File: src/rtl/rvfpm_issue_ctrl.sv
// rvfpm_issue_ctrl: in-order CV-X-IF issue scheduler feeding the rvfpm core.
// Optional 16-bit perf counters are enabled by defining RVFPM_ISSUE_PERF_EN.
`ifndef X_ID_WIDTH
`define X_ID_WIDTH 4
`endif
`ifndef X_NUM_RS
`define X_NUM_RS 2
`endif
`ifndef X_RFR_WIDTH
`define X_RFR_WIDTH 32
`endif

package rvfpm_xif_pkg;
    localparam int XID  = `X_ID_WIDTH;
    localparam int XNRS = `X_NUM_RS;
    localparam int XRFR = `X_RFR_WIDTH;

    typedef struct packed {
        logic [31:0]                instr;
        logic [1:0]                 mode;
        logic [XID-1:0]             id;
        logic [XNRS-1:0][XRFR-1:0]  rs;
        logic [XNRS-1:0]            rs_valid;
        logic [5:0]                 ecs;
        logic                       ecs_valid;
    } x_issue_req_t;

    typedef struct packed {
        logic accept;
        logic writeback;
        logic dualwrite;
        logic dualread;
        logic loadstore;
        logic ecswrite;
        logic exc;
    } x_issue_resp_t;
endpackage

module rvfpm_issue_ctrl
    import rvfpm_xif_pkg::*;
#(
    parameter int DEPTH = 4
) (
    input  logic                     clk,
    input  logic                     rst_n,
    input  logic                     issue_valid,
    output logic                     issue_ready,
    input  x_issue_req_t             issue_req,
    output x_issue_resp_t            issue_resp,
    input  logic                     commit_valid,
    input  logic [XID-1:0]           commit_id,
    input  logic                     commit_kill,
    output logic                     fpu_valid,
    input  logic                     fpu_ready,
    output logic [31:0]              fpu_instr,
    output logic [1:0]               fpu_mode,
    output logic [XID-1:0]           fpu_id,
    output logic [XNRS*XRFR-1:0]     fpu_rs,
    output logic [$clog2(DEPTH):0]   count
`ifdef RVFPM_ISSUE_PERF_EN
    ,
    output logic [15:0]              perf_accepted,
    output logic [15:0]              perf_killed,
    output logic [15:0]              perf_dispatched
`endif
);

    localparam int PW = $clog2(DEPTH);
    localparam int CW = PW + 1;
    localparam int RW = XNRS * XRFR;

    logic [PW-1:0]   head_q, head_d;
    logic [PW-1:0]   tail_q, tail_d;
    logic [CW-1:0]   count_q, count_d;
    logic [DEPTH-1:0] valid_q, valid_d;
    logic [DEPTH-1:0] cmt_q, cmt_d;
    logic [DEPTH-1:0] kill_q, kill_d;
    logic [31:0]     instr_q [DEPTH];
    logic [31:0]     instr_d [DEPTH];
    logic [1:0]      mode_q [DEPTH];
    logic [1:0]      mode_d [DEPTH];
    logic [XID-1:0]  id_q [DEPTH];
    logic [XID-1:0]  id_d [DEPTH];
    logic [RW-1:0]   rs_q [DEPTH];
    logic [RW-1:0]   rs_d [DEPTH];

    x_issue_resp_t   dec;
    logic [6:0]      opc;
    logic [4:0]      f5;
    logic            push;
    logic            pop_kill;
    logic            pop_disp;
    logic            hit;
    logic [PW-1:0]   hit_idx;
    logic [PW-1:0]   idx;
    logic            unused_req;

    // Fields the FPU path does not consume.
    assign unused_req = ^{issue_req.rs_valid, issue_req.ecs,
                          issue_req.ecs_valid};

    // Opcode decode: FP loads/stores, fused multiply-adds and OP-FP.
    always_comb begin
        dec = '0;
        opc = issue_req.instr[6:0];
        f5  = issue_req.instr[31:27];
        case (opc)
            7'b0000111, 7'b0100111: begin
                dec.accept    = 1'b1;
                dec.loadstore = 1'b1;
            end
            7'b1000011, 7'b1000111, 7'b1001011, 7'b1001111: begin
                dec.accept = 1'b1;
            end
            7'b1010011: begin
                dec.accept    = 1'b1;
                dec.writeback = (f5 == 5'b10100) || (f5 == 5'b11000) ||
                                (f5 == 5'b11100);
            end
            default: ;
        endcase
    end

    assign issue_resp  = dec;
    assign issue_ready = (count_q < CW'(DEPTH));
    assign count       = count_q;

    assign fpu_valid = valid_q[head_q] & cmt_q[head_q];
    assign fpu_instr = instr_q[head_q];
    assign fpu_mode  = mode_q[head_q];
    assign fpu_id    = id_q[head_q];
    assign fpu_rs    = rs_q[head_q];

    assign push     = issue_valid & issue_ready & dec.accept;
    assign pop_kill = valid_q[head_q] & kill_q[head_q];
    assign pop_disp = fpu_valid & fpu_ready;

    // Oldest pending entry whose id matches the commit strobe.
    always_comb begin
        hit     = 1'b0;
        hit_idx = '0;
        idx     = '0;
        for (int i = 0; i < DEPTH; i++) begin
            idx = head_q + PW'(i);
            if (!hit && valid_q[idx] && !cmt_q[idx] && !kill_q[idx] &&
                id_q[idx] == commit_id) begin
                hit     = 1'b1;
                hit_idx = idx;
            end
        end
    end

    // Queue next state: pop at head, commit/kill update, push at tail.
    always_comb begin
        head_d  = head_q;
        tail_d  = tail_q;
        count_d = count_q;
        valid_d = valid_q;
        cmt_d   = cmt_q;
        kill_d  = kill_q;
        instr_d = instr_q;
        mode_d  = mode_q;
        id_d    = id_q;
        rs_d    = rs_q;

        if (pop_kill || pop_disp) begin
            valid_d[head_q] = 1'b0;
            cmt_d[head_q]   = 1'b0;
            kill_d[head_q]  = 1'b0;
            head_d          = head_q + PW'(1);
        end

        if (commit_valid && hit) begin
            if (commit_kill) begin
                kill_d[hit_idx] = 1'b1;
            end else begin
                cmt_d[hit_idx] = 1'b1;
            end
        end

        if (push) begin
            valid_d[tail_q] = 1'b1;
            cmt_d[tail_q]   = 1'b0;
            kill_d[tail_q]  = 1'b0;
            instr_d[tail_q] = issue_req.instr;
            mode_d[tail_q]  = issue_req.mode;
            id_d[tail_q]    = issue_req.id;
            rs_d[tail_q]    = issue_req.rs;
            tail_d          = tail_q + PW'(1);
            if (commit_valid && !hit && commit_id == issue_req.id) begin
                if (commit_kill) begin
                    kill_d[tail_q] = 1'b1;
                end else begin
                    cmt_d[tail_q] = 1'b1;
                end
            end
        end

        case ({push, pop_kill | pop_disp})
            2'b10:   count_d = count_q + CW'(1);
            2'b01:   count_d = count_q - CW'(1);
            default: count_d = count_q;
        endcase
    end

    // Queue state registers.
    always_ff @(posedge clk or negedge rst_n) begin
        if (!rst_n) begin
            head_q  <= '0;
            tail_q  <= '0;
            count_q <= '0;
            valid_q <= '0;
            cmt_q   <= '0;
            kill_q  <= '0;
            for (int i = 0; i < DEPTH; i++) begin
                instr_q[i] <= '0;
                mode_q[i]  <= '0;
                id_q[i]    <= '0;
                rs_q[i]    <= '0;
            end
        end else begin
            head_q  <= head_d;
            tail_q  <= tail_d;
            count_q <= count_d;
            valid_q <= valid_d;
            cmt_q   <= cmt_d;
            kill_q  <= kill_d;
            instr_q <= instr_d;
            mode_q  <= mode_d;
            id_q    <= id_d;
            rs_q    <= rs_d;
        end
    end

`ifdef RVFPM_ISSUE_PERF_EN
    logic [15:0] pacc_q, pacc_d;
    logic [15:0] pkil_q, pkil_d;
    logic [15:0] pdis_q, pdis_d;

    // Saturating event counters.
    always_comb begin
        pacc_d = pacc_q;
        pkil_d = pkil_q;
        pdis_d = pdis_q;
        if (push && pacc_q != 16'hFFFF) pacc_d = pacc_q + 16'd1;
        if (pop_kill && pkil_q != 16'hFFFF) pkil_d = pkil_q + 16'd1;
        if (pop_disp && pdis_q != 16'hFFFF) pdis_d = pdis_q + 16'd1;
    end

    // Counter registers.
    always_ff @(posedge clk or negedge rst_n) begin
        if (!rst_n) begin
            pacc_q <= '0;
            pkil_q <= '0;
            pdis_q <= '0;
        end else begin
            pacc_q <= pacc_d;
            pkil_q <= pkil_d;
            pdis_q <= pdis_d;
        end
    end

    assign perf_accepted   = pacc_q;
    assign perf_killed     = pkil_q;
    assign perf_dispatched = pdis_q;
`endif

endmodule

File: config.mk
export PLATFORM = sky130hd
export DESIGN_NAME = rvfpm_issue_ctrl
export DESIGN_NICKNAME = d
export VERILOG_FILES = /design/src/rtl/rvfpm_issue_ctrl.sv
export SDC_FILE = /design/constraint.sdc
export NUM_CORES = 1
export LEC_CHECK = 0
export CAP_MARGIN = 20
export CORE_ASPECT_RATIO = 1.2
export CORE_MARGIN = 3
export CORE_UTILIZATION = 50
export DETAILED_ROUTE_END_ITERATION = 7
export DONT_BUFFER_PORTS = 1
export GPL_ROUTABILITY_DRIVEN = 0
export PLACE_DENSITY = 0.67
export SYNTH_ARGS = -nofsm -noshare
export SYNTH_HDL_FRONTEND = slang
export SYNTH_SLANG_ARGS = --single-unit
export TNS_END_PERCENT = 30
File: constraint.sdc
create_clock -name clk -period 4.3 [get_ports clk]
set_input_delay 0.86 -clock clk [delete_from_list [all_inputs] [get_ports clk]]
set_output_delay 0.86 -clock clk [all_outputs]
set_load 0.005 [all_outputs]
==> impl_results.md, run 1 <==
* Final setup viols at 0
* Initial antenna violation count at 0
* Seq/Total Area, Yosys at 54.22%
* Pre-CTS WS at 0.6495 ns
* CTS Buffer Depth at 3
* Diode count at 0
* # DRC at 0
* Die Footprint at 41,840 µm²
* Net count, final at 2,101
* RSZ-0062 raised after global routing: false
* CP Max Fanout at 70
* Hold Crit Class: in2async
* Wire length per cell at 20.24 µm
* Slew @ Worst Pin at 1.095 ns
* Final wirelength at 51,120 µm
* Critical Path RT at 3.44 ns
* Initial DRC count at 979
* IO buf count at 0
* Width of the die at between 150 and 200 µm
* Chip height at 223.5 µm
* Most frequent cells in the layout: nand2_1, dfrtp_1, mux4_2
* Gr ovfl total at 0
* Syn Inst Count at 2,016
* Initial core utilization at 50.73%
* Post-synth ARST share at 100.0%
* Max-slew violation count at 0
* Status: finished, final reports clean
* Setup CP Type: reg2out
* Final worst slack at ~0.28 ns
* Post-DRT Antenna Nets at 0
* Clock transition at the registers of the reported paths at 0.06 ns
* Synth warnings at 0
* Postcts setup bufs at 0
* HPWL after DPL at around 29,000 µm
* Most common cell after layout, fill and taps aside: nand2_1
* Share of cells above drive strength 1 at 11.51%
* Core ar. at ~39,000 µm²
* Setup TNS Final at 0 ns
* Syn Area/Cell at 9.775 µm²
* Post-synth EDFFs at 0
* Global-route wire length before repair at around 81,000 µm
* P_leak at 11.67 nW
* CTS buffer count at 44
* Final min period at 4.015 ns
* Fmax at 249.1 MHz
* Unique cell type count in the Yosys netlist at between 50 and 60
* Maximum vdd drop at 0.3216 mV
* Slew margin rel. at 26.99%
* Post-CTS resize count at 0
* Via Count at 14.03k
* Area Overhead vs Synth at 9.619%
* Number of max-cap violations at 0
* Via/cell ratio at 5.556
* Final Hold Viols at 0
* CTS tree: done
* Depth of the CTS H-tree at 2
* #FFs+latches synth at about 430
* Num rows at 79
* Clk_skew at about 0.036 ns
* Synthesized area at 19,710 µm²
* Clock root buffer: clkbuf_16
* Dominant synthesized flop cell: dfrtp_1
* GRT Util Overall at 24.41%
* Num Clock Sinks at around 430
* Tcrit/Tclk final at between 90% and 100%
* Crit. End Element: output port
* Worst skew pair latency at a little under 0.6 ns
* Vias in the first global route at 14.61k
* FF-to-FF path depth at 9
* I/O pin total at 235
* Type of origin of the critical path: register
* Pin count of the biggest net entering global routing at 428
* Crit path DAT at 3.16 ns
* Pwr/cell area at 368.8 nW/µm²
* DR pass1 iterations at 5
==> layout make-up <==
class / instances / area, µm²
clock buffer: 66 / 1306
clock inverter: 9 / 113.9
fill: 3335 / 17240
inverter: 11 / 41.29
multi-input combinational: 1449 / 8402
sequential: 427 / 10690
tap: 526 / 658.1
timing repair buffer: 37 / 387.9
==> Yosys cell counts, types with 10 or more instances <==
cell type  count  area (µm²)
inv_1         11       41.29
xor2_1        13       113.9
mux4_1        15       394.1
xnor2_1       16       140.1
mux4_2        99        2230
and3_1        10       62.56
nand2_1     1166        4377
mux2_2        16       180.2
buf_2         49       245.2
clkbuf_1      68       255.2
o21ai_0       10       50.05
dfrtp_1      427       10690
==> worst max-delay path, cell delays in order (launching register included) <==
cell and delay [ns]:
dfrtp_4 0.40, buf_4 0.83, buf_4 0.76, mux4_2 0.49
==> registers in the layout, indices dropped and copies added (netlist names) <==
register  flops
cmt_q         4
count         3
head_q        2
id_q         16
instr_q     128
kill_q        4
mode_q        8
rs_q        256
tail_q        2
valid_q       4
==> cells by family (layout without fill, tap and decap cells) <==
group / count (synthesis) / in the layout / synth area share (%)
buffers and inverters: 143 / 123 / 3.435
adder cells (fa/ha/maj): 10 / 10 / 0.6730
other: 1 / 4 / 0.01903
AND/OR/NAND/NOR: 1226 / 1226 / 24.14
multiplexers: 139 / 139 / 14.69
AO/OA/AOI/OAI: 41 / 41 / 1.537
XOR/XNOR: 29 / 29 / 1.289
flip-flops: 427 / 427 / 54.22
==> path summary, 6_finish.rpt <==
check | from | end | slack [ns]
setup / recovery | head_q[1] | fpu_instr[6] | 0.28
min in group clk | issue_req[85] | instr_q[38] | 0.38
hold reg to reg | instr_q[74] | instr_q[74] | 0.47
hold / removal | rst_n | rs_q[117] | 0.05
max in group asynchronous | rst_n | rs_q[183] | 3.19
setup reg to reg | head_q[1] | kill_q[2] | 0.64
==> metrics by stage <==
stage	utilization, %	instances	total power, mW	cell area [µm²]	hold WS, ns
6_report	55.61	2525	7.967	21600	0.04851
5_1_grt	55.61	2525	8.228	21600	0.002641
4_1_cts	55.39	2520	8.033	21520	-0.02793
3_5_place_dp	51.73	2445	4.236	20100	0.4504
3_3_place_gp	51.73	2445	4.232	20100	0.4444
2_1_floorplan	-	2019	4.220	19720	0.4287
==> report_power, final <==
part	total, mW	internal (mW)	switching [mW]
registers	4.06	4.05	0.0153
logic	0.136	0.0597	0.0763
clock network	3.77	2.21	1.56
==> layer usage <==
layer / vias up / share of wire [%] / track usage (%)
li1: 6406 / - / -
met1: 7078 / 39 / 29.99
met2: 454 / 50 / 42.11
met3: 91 / 7.4 / 5.893
met4: 0 / 3.0 / 9.027
met5: - / 0 / 0
Power figures use the tool's default switching activity.
==> run 2: changes to the inputs <==
--- a/config.mk
+++ b/config.mk
@@ -7,12 +7,12 @@
 export LEC_CHECK = 0
 export CAP_MARGIN = 20
 export CORE_ASPECT_RATIO = 1.2
-export CORE_MARGIN = 3
-export CORE_UTILIZATION = 50
+export CORE_MARGIN = 5
+export CORE_UTILIZATION = 64
 export DETAILED_ROUTE_END_ITERATION = 7
 export DONT_BUFFER_PORTS = 1
 export GPL_ROUTABILITY_DRIVEN = 0
-export PLACE_DENSITY = 0.67
+export PLACE_DENSITY = 0.82
 export SYNTH_ARGS = -nofsm -noshare
 export SYNTH_HDL_FRONTEND = slang
 export SYNTH_SLANG_ARGS = --single-unit
==> run 2 against run 1 <==
Effect of this change:
- routed wire length decreased by 3.2%
- combinational power down 24%
- total power down 1.5%
- critical path type unchanged
- highest routed layer unchanged
- clock power fell by 2%
- non-clock buffer count down 17
==> impl_results.md, run 2 (synthesis results as in run 1) <==
* Status: finished, final reports clean
* Reg-to-Reg End: kill_q[3]
* Type of origin of the critical path: register
* Clk_skew at 0.01454 ns (-0.02106 ns)
* Final setup viols at 0 (unchanged)
* Wire length per cell at 20.83 µm (+2.9%)
* Hold Crit Class: in2async
* Crit path DAT at 3.04 ns (-0.12 ns)
* Num Clock Sinks at 427 (unchanged)
* RSZ-0062 raised after global routing: false
* Pwr/cell area at 369.5 nW/µm² (+0.17%)
* Final wirelength at 49,480 µm (-3.2%)
* Die Footprint at 34,410 µm² (-18%)
* IO buf count at 0 (unchanged)
* Max-slew violation count at 0 (unchanged)
* Num rows at 70 (-11%)
* HPWL after DPL at 29,210 µm (-0.39%)
* Most frequent cells in the layout: nand2_1, dfrtp_1, mux4_2
* Post-DRT Antenna Nets at 0 (unchanged)
* Most common cell after layout, fill and taps aside: nand2_1
* Worst skew pair latency at 0.54 ns (-0.04 ns)
* Diode count at 0 (unchanged)
* I/O pin total at 235 (unchanged)
* Hold buffers post-CTS at 0
* Pin count of the biggest net entering global routing at 428 (unchanged)
* R2r setup slk at 0.60 ns (-0.04 ns)
* Max reg flops at 256 (unchanged)
* Setup TNS Final at 0 ns (unchanged)
* Clock transition at the registers of the reported paths at 0.06 ns (about the same)
* Slew @ Worst Pin at 1.296 ns (+0.2008 ns)
* Share of cells above drive strength 1 at 11.11% (-0.39 points)
* Core ar. at 30,480 µm² (-22%)
* Final instance area at 21,240 µm² (-1.7%)
* Slew margin rel. at 13.60% (-13 points)
* Top reg by flops: rs_q
* Width of the die at 170.2 µm (-9.1%)
* Initial antenna violation count at 0 (unchanged)
* Critical Path RT at 3.44 ns (about the same)
* Fmax at 256.4 MHz (+3.0%)
* Gr ovfl total at 0 (unchanged)
* CTS Buffer Depth at 3 (unchanged)
* Via Count at 14.31k (+2.0%)
* Chip height at 202.2 µm (-9.5%)
* Clock root buffer: clkbuf_16
* Largest regs: rs_q x256, instr_q x128, id_q x16
* Depth of the CTS H-tree at 2 (unchanged)
* P_leak at 11.57 nW (-0.81%)
* CP Max Fanout at 72 (+2.9%)
* DR pass1 iterations at 5 (unchanged)
* Number of max-cap violations at 0 (unchanged)
* Net count, final at 2,082 (-0.90%)
* R2R Path Start: head_q[0]
* Vias in the first global route at 15.24k (+4.3%)
* Post-CTS resize count at 0 (unchanged)
* Postcts setup bufs at 0 (unchanged)
* CTS buffer count at 42 (-4.5%)
* DP Area at 19,860 µm² (-1.2%)
* Global-route wire length before repair at 80,110 µm (-0.99%)
* # DRC at 0 (unchanged)
* Initial core utilization at 64.66% (+14 points)
* Final Hold Viols at 0 (unchanged)
* Via/cell ratio at 6.021 (+8.4%)
* Setup CP Type: reg2out
* FF-to-FF path depth at 9 (unchanged)
* Initial DRC count at 1,308 (+34%)
* CTS tree: done
* Area Overhead vs Synth at 7.797%
* Maximum vdd drop at 0.3405 mV (+5.9%)
* Tcrit/Tclk final at 90.69% (-2.7 points)
* Crit. End Element: output port
* GRT Util Overall at 28.99% (+4.6 points)
* Final min period at 3.900 ns (-0.1153 ns)
==> run 2: final cells by class <==
class,instances,area (µm²)
multi-input cells,1449,8402
clock inverters,12,122.6
fillers,2144,9236
well taps,396,495.5
repair buffers,20,225.2
flip-flops and latches,427,10690
inverters,11,41.29
clock buffers,61,1264
==> run 2: stage by stage <==
stage / utilization, % / std cells / hold WS (ns) / worst slack [ns] / power, mW
after detailed placement: 65.15 / 2303 / 0.4478 / 0.6414 / 4.237
after global placement: 65.15 / 2303 / 0.4443 / 0.6409 / 4.231
after floorplan: - / 2019 / 0.4287 / 1.093 / 4.220
after global routing: 69.70 / 2376 / 0.0001933 / 0.3379 / 8.065
final: 69.70 / 2376 / 0.01562 / 0.4001 / 7.848
after CTS: 69.70 / 2376 / 0.005294 / 0.4334 / 7.900
==> run 2: worst max-delay path, stage by stage (launching register included) <==
cell and delay (ns):
dfrtp_4 0.40, buf_4 0.82, buf_4 0.71, mux4_2 0.47
==> run 2: per-layer routing <==
| metal | up-vias | global-route usage [%] | share of wire, % | wire [µm] |
|---|---|---|---|---|
| li1 | 6356 | - | - | - |
| met1 | 7179 | 36.01 | 37 | 18180 |
| met2 | 631 | 48.67 | 51 | 25080 |
| met3 | 140 | 7.433 | 8.9 | 4387 |
| met4 | 0 | 11.81 | 3.7 | 1834 |
| met5 | - | 0 | 0 | 0 |
==> run 2: worst max path at each step <==
stage / from / to / slack [ns] / cells after the start
2_1_floorplan: head_q[0] / cmt_q[1] / 1.09 / 13
5_1_grt: head_q[1] / fpu_instr[18] / 0.34 / 3
3_5_place_dp: head_q[0] / count[2] / 0.64 / 10
3_3_place_gp: head_q[0] / count[2] / 0.64 / 10
4_1_cts: head_q[1] / fpu_instr[18] / 0.43 / 3
6_report: head_q[1] / fpu_instr[0] / 0.40 / 3
==> run 2: power breakdown <==
group          switching, mW  internal (mW)  total, mW  leakage [nW]
sequential            0.0168           4.04       4.06          5.93
clock                   1.53           2.16       3.68         0.684
combinational         0.0502         0.0527      0.103          4.96
total                   1.59           6.25       7.85          11.6
